**src/rtl/uart_tx_arbiter.sv**
```systemverilog
// Round-robin scheduler sharing one uart_frame_tx among NUM_REQ frame sources,
// with a saturating watchdog on the transmitter's completion pulse.
module uart_tx_arbiter #(
    parameter  int NUM_REQ     = 4,
    parameter  int FRAME_WD    = 8,
    parameter  int TIMEOUT_CYC = 100_000,
    localparam int IDW         = $clog2(NUM_REQ),
    localparam int CW          = $clog2(TIMEOUT_CYC + 1)
) (
    input  logic                         clk_i,
    input  logic                         rst_n_i,
    input  logic [NUM_REQ-1:0]           req_i,
    input  logic [NUM_REQ*FRAME_WD-1:0]  req_data_i,
    output logic [NUM_REQ-1:0]           gnt_o,
    output logic [NUM_REQ-1:0]           done_o,
    output logic                         timeout_o,
    output logic                         busy_o,
    output logic                         frame_en_o,
    output logic [FRAME_WD-1:0]          data_frame_o,
    input  logic                         tx_done_i,
    output logic [1:0]                   state_o,
    output logic [IDW-1:0]               ptr_o
);

    typedef enum logic [1:0] {
        S_IDLE = 2'd0,
        S_WAIT = 2'd1,
        S_GAP  = 2'd2
    } state_e;

    state_e                state_q;
    logic [IDW-1:0]        ptr_q;
    logic [IDW-1:0]        cur_id_q;
    logic [CW-1:0]         cnt_q;
    logic [NUM_REQ-1:0]    gnt_q;
    logic [NUM_REQ-1:0]    done_q;
    logic                  timeout_q;
    logic                  busy_q;
    logic                  frame_en_q;
    logic [FRAME_WD-1:0]   data_q;

    logic [IDW:0]          idx_d;
    logic [IDW-1:0]        sel_id_d;
    logic                  sel_found_d;
    logic [IDW-1:0]        ptr_d;

    // Scan from ptr upward with an explicit wrap so non-power-of-two counts work.
    always_comb begin
        idx_d       = '0;
        sel_id_d    = '0;
        sel_found_d = 1'b0;
        for (int i = 0; i < NUM_REQ; i++) begin
            idx_d = {1'b0, ptr_q} + (IDW+1)'(i);
            if (idx_d >= (IDW+1)'(NUM_REQ)) begin
                idx_d = idx_d - (IDW+1)'(NUM_REQ);
            end
            if (!sel_found_d && req_i[idx_d[IDW-1:0]]) begin
                sel_found_d = 1'b1;
                sel_id_d    = idx_d[IDW-1:0];
            end
        end
    end

    always_comb begin
        ptr_d = (cur_id_q == IDW'(NUM_REQ - 1)) ? '0 : cur_id_q + 1'b1;
    end

    always_ff @(posedge clk_i) begin
        if (!rst_n_i) begin
            state_q    <= S_IDLE;
            ptr_q      <= '0;
            cur_id_q   <= '0;
            cnt_q      <= '0;
            gnt_q      <= '0;
            done_q     <= '0;
            timeout_q  <= 1'b0;
            busy_q     <= 1'b0;
            frame_en_q <= 1'b0;
            data_q     <= '0;
        end else begin
            case (state_q)
                S_IDLE: begin
                    if (sel_found_d) begin
                        cur_id_q   <= sel_id_d;
                        data_q     <= req_data_i[sel_id_d*FRAME_WD +: FRAME_WD];
                        gnt_q      <= NUM_REQ'(1) << sel_id_d;
                        frame_en_q <= 1'b1;
                        cnt_q      <= '0;
                        busy_q     <= 1'b1;
                        state_q    <= S_WAIT;
                    end
                end
                S_WAIT: begin
                    gnt_q      <= '0;
                    frame_en_q <= 1'b0;
                    if (cnt_q != CW'(TIMEOUT_CYC)) begin
                        cnt_q <= cnt_q + 1'b1;
                    end
                    // Completion takes priority over an expiring watchdog.
                    if (tx_done_i) begin
                        done_q  <= NUM_REQ'(1) << cur_id_q;
                        ptr_q   <= ptr_d;
                        state_q <= S_GAP;
                    end else if (cnt_q == CW'(TIMEOUT_CYC - 1)) begin
                        timeout_q <= 1'b1;
                        ptr_q     <= ptr_d;
                        state_q   <= S_GAP;
                    end
                end
                S_GAP: begin
                    done_q    <= '0;
                    timeout_q <= 1'b0;
                    busy_q    <= 1'b0;
                    state_q   <= S_IDLE;
                end
                default: begin
                    state_q <= S_IDLE;
                end
            endcase
        end
    end

    assign gnt_o        = gnt_q;
    assign done_o       = done_q;
    assign timeout_o    = timeout_q;
    assign busy_o       = busy_q;
    assign frame_en_o   = frame_en_q;
    assign data_frame_o = data_q;
    assign state_o      = state_q;
    assign ptr_o        = ptr_q;

endmodule

```
**config.mk**
```make
export PLATFORM = sky130hd
export DESIGN_NAME = uart_tx_arbiter
export DESIGN_NICKNAME = d
export VERILOG_FILES = /design/src/rtl/uart_tx_arbiter.sv
export SDC_FILE = /design/constraint.sdc
export NUM_CORES = 1
export LEC_CHECK = 0
export ABC_AREA = 1
export CAP_MARGIN = 20
export CORE_MARGIN = 5
export CORE_UTILIZATION = 51
export CTS_CLUSTER_SIZE = 30
export DETAILED_ROUTE_END_ITERATION = 7
export PLACE_DENSITY = 0.77
export SLEW_MARGIN = 15
export SYNTH_ARGS = -nofsm -noshare
export SYNTH_HDL_FRONTEND = slang
export SYNTH_SLANG_ARGS = --single-unit
```
**constraint.sdc**
```tcl
create_clock -name clk_i -period 2.68 [get_ports clk_i]
set_clock_uncertainty 0.15 [all_clocks]
set_input_delay 0.536 -clock clk_i [delete_from_list [all_inputs] [get_ports clk_i]]
set_output_delay 0.536 -clock clk_i [all_outputs]
set_load 0.005 [all_outputs]
```
==> impl_metrics.ini <==
[worst_setup_path]
rr_worst_depth = 11
crit_path_max_fanout = 17
arrival_ps = 2300
startpoint_type = input port
path_class = input port to flop
reg2reg_slack_ps = 520
reg2reg_to = cnt_q[0]
reg2reg_from = ptr_o[0]
critPathCaptureType = flop
crit_required_ps = 2730

[die]
dieArea_sq_um = 6880
die_w_microns = 82.9
ios = 62
rows = 26
die_y_microns = 82.9
start_util_pct = 52.8
core-area_sq_um = 5140

[detailed_routing]
avgRoutedWirePerCell_microns = 11.8
drtAntennaViolNets = 0
first_pass_iters = 4
via_count = 2892
viasPerCell = 5.04
route.detailed.drc = 0
drtIter0Drc = 145
wl_microns = 6800

[global_route]
grt_pass1_wl_microns = 12500
antenna_found_initial = 0
grt_pass1_vias = 2797
overflow = 0
track_usage_pct = 21.1
grt_start_max_net_pins = 23

[power]
power.density_nw_per_um2 = 714
ir_worst_vdd_v = 0.000351
total_power_uw = 2520
p_leak_uw = 0.00150

[placed_design]
pre_cts_ws_ps = 101
dp_hpwl_microns = 5280
place_congestion = 0.872
portBuffers = 61
dp.cells = 566

[sta]
hold_slack_ps = 315
setup_ws_ps = 424
final_max_slew_viol_count = 0
fin_crit_sh_pct = 84.2
slew_headroom_pct = 62.8
finalHoldViolCount = 0
final.setup.tns_ps = 0
max_slew.worst_pin.slew_ps = 558
setup_viol = 0
grt_setup_unrepaired = false
max_freq_mhz = 443
fin_crit_ps = 2260

[clocking]
cts_root_buf = clkbuf_8
clockBufferDepth = 2
cts_tree = done
cts_resized = 0
cts_buffers = 5
post-cts-setup-buffers = 0
clock_sinks = 42
clk_latency_ps = 300
h-tree-depth = 2
cts_hold_buf = 0
path_clk_slew_ps = 80

[synthesis]
yosysTopAreaCell = dfxtp_1
syn_area_sq_um = 2710
synth_seq_cells = 42
synth_top_cells_by_area = dfxtp_1, nand2_1, nand3_1, nor2_1, a21oi_1
syn_nets = 487
syn_area_per_cell_sq_um = 6.18
syn-instance-count = 439
synth_sequential_area_ratio_pct = 31.0
synth_top_area_share_pct = 31.0
synth_cell_type_count = 28
ys_warn_count = 0

[final_layout]
antenna_cells = 0
syn_to_final_growth_pct = 30.2
drive_gt1_share_pct = 6.35
final_cells = 574
finish.net_count = 551

[worst_hold_path]
hold_path_class = flop to flop
holdPathEnd = done_o[1]
hold_start = done_o[1]
hold_depth = 2

[flow_run]
drv_cap = 0

[outcome]
status = finished clean
-- worst max-delay path, stage by stage --
cell and delay [ps]:
clkdlybuf4s50_1 430, inv_1 90, nand2_2 50, nand3_1 120, nand2_2 100, nor2_4 150
nand3b_1 110, or2_4 270, nand2_4 90, inv_2 130, o21ai_0 170, nor2_1 50
-- metal layers --
metal,track usage (%),vias to the layer above,part of all wire [%]
met4,6.69,0,1.3
li1,-,1526,-
met1,27.2,1272,45
met3,5.05,7,7.4
met5,0,-,0
met2,34.5,87,46
-- sequential cells by signal, summed over array words and instances, names as in the netlist --
signal        cells
data_frame_o      8
busy_o            1
cur_id_q          2
timeout_o         1
ptr_o             2
done_o            4
cnt_q            17
frame_en_o        1
state_o           2
gnt_o             4
-- worst max path at each step --
stage | startpoint | slack (ps) | cells past startpoint | to
after detailed placement | req_i[3] | 100 | 12 | cnt_q[0]
after global placement | req_i[3] | 170 | 12 | cnt_q[0]
after CTS | req_i[3] | 410 | 12 | frame_en_o
final | req_i[3] | 420 | 12 | cnt_q[0]
after floorplan | req_i[3] | 670 | 12 | cnt_q[4]
after global routing | req_i[1] | 190 | 12 | gnt_o[1]
-- through the flow --
stage	area (sq um)	util (%)
after floorplan	2710	-
after global placement	3440	66.9
after detailed placement	3440	66.9
after CTS	3530	68.7
after global routing	3530	68.7
final	3530	68.7
-- layout make-up --
| class | instances | area (sq um) |
|---|---|---|
| Inverter | 40 | 150 |
| Tap cell | 70 | 87.6 |
| Multi-Input combinational cell | 339 | 1620 |
| Sequential cell | 42 | 841 |
| Fill cell | 488 | 1610 |
| Clock buffer | 6 | 82.6 |
| Clock inverter | 2 | 12.5 |
| Timing Repair Buffer | 75 | 741 |
-- power breakdown --
part           internal [uW]  switching, uW
combinational            573            705
sequential               735           76.6
clock                    207            223
total                   1520           1000
-- cell usage in the layout, fill, tap and decap left out, types with 2 or more instances in the layout --
cell and count:
dfxtp_1 42, buf_4 12, nand4_1 8, nand3_1 48
clkdlybuf4s50_1 61, nand3b_1 2, xor2_1 12, buf_12 2
nand2_2 4, o21ai_0 12, inv_1 37, nor3_1 5
ha_1 9, a21oi_1 35, nand2_1 144, inv_2 3
nor3b_1 2, nor2_1 51, clkbuf_8 6
-- kinds of logic after synthesis --
family                     synth area share (%)
and+or+nand+nor                            41.8
adders and majority gates                  4.15
AOI/OAI and AO/OA                          9.50
xor gates and xnor gates                   4.20
DFF                                        31.0
buffers and inverters                      9.36
-- synth_stat cells --
| cell | count |
|---|---|
| a21boi_0 | 1 |
| nand2_1 | 144 |
| nand3_1 | 48 |
| nand3b_1 | 2 |
| xnor2_1 | 1 |
| o21ai_0 | 12 |
| xor2_1 | 12 |
| buf_1 | 1 |
| or2_4 | 1 |
| a31oi_1 | 1 |
| inv_1 | 37 |
| nor2_4 | 1 |
| nand4_1 | 8 |
| buf_6 | 2 |
| a21oi_1 | 35 |
| nor3b_1 | 2 |
| nand2_2 | 4 |
| buf_2 | 5 |
| buf_4 | 1 |
| clkbuf_1 | 8 |
| ha_1 | 9 |
| nor3_1 | 5 |
| nand2_4 | 1 |
| a41oi_1 | 1 |
| buf_8 | 1 |
| nor2_1 | 51 |
| dfxtp_1 | 42 |
| inv_2 | 3 |
Power figures use the tool's default switching activity.
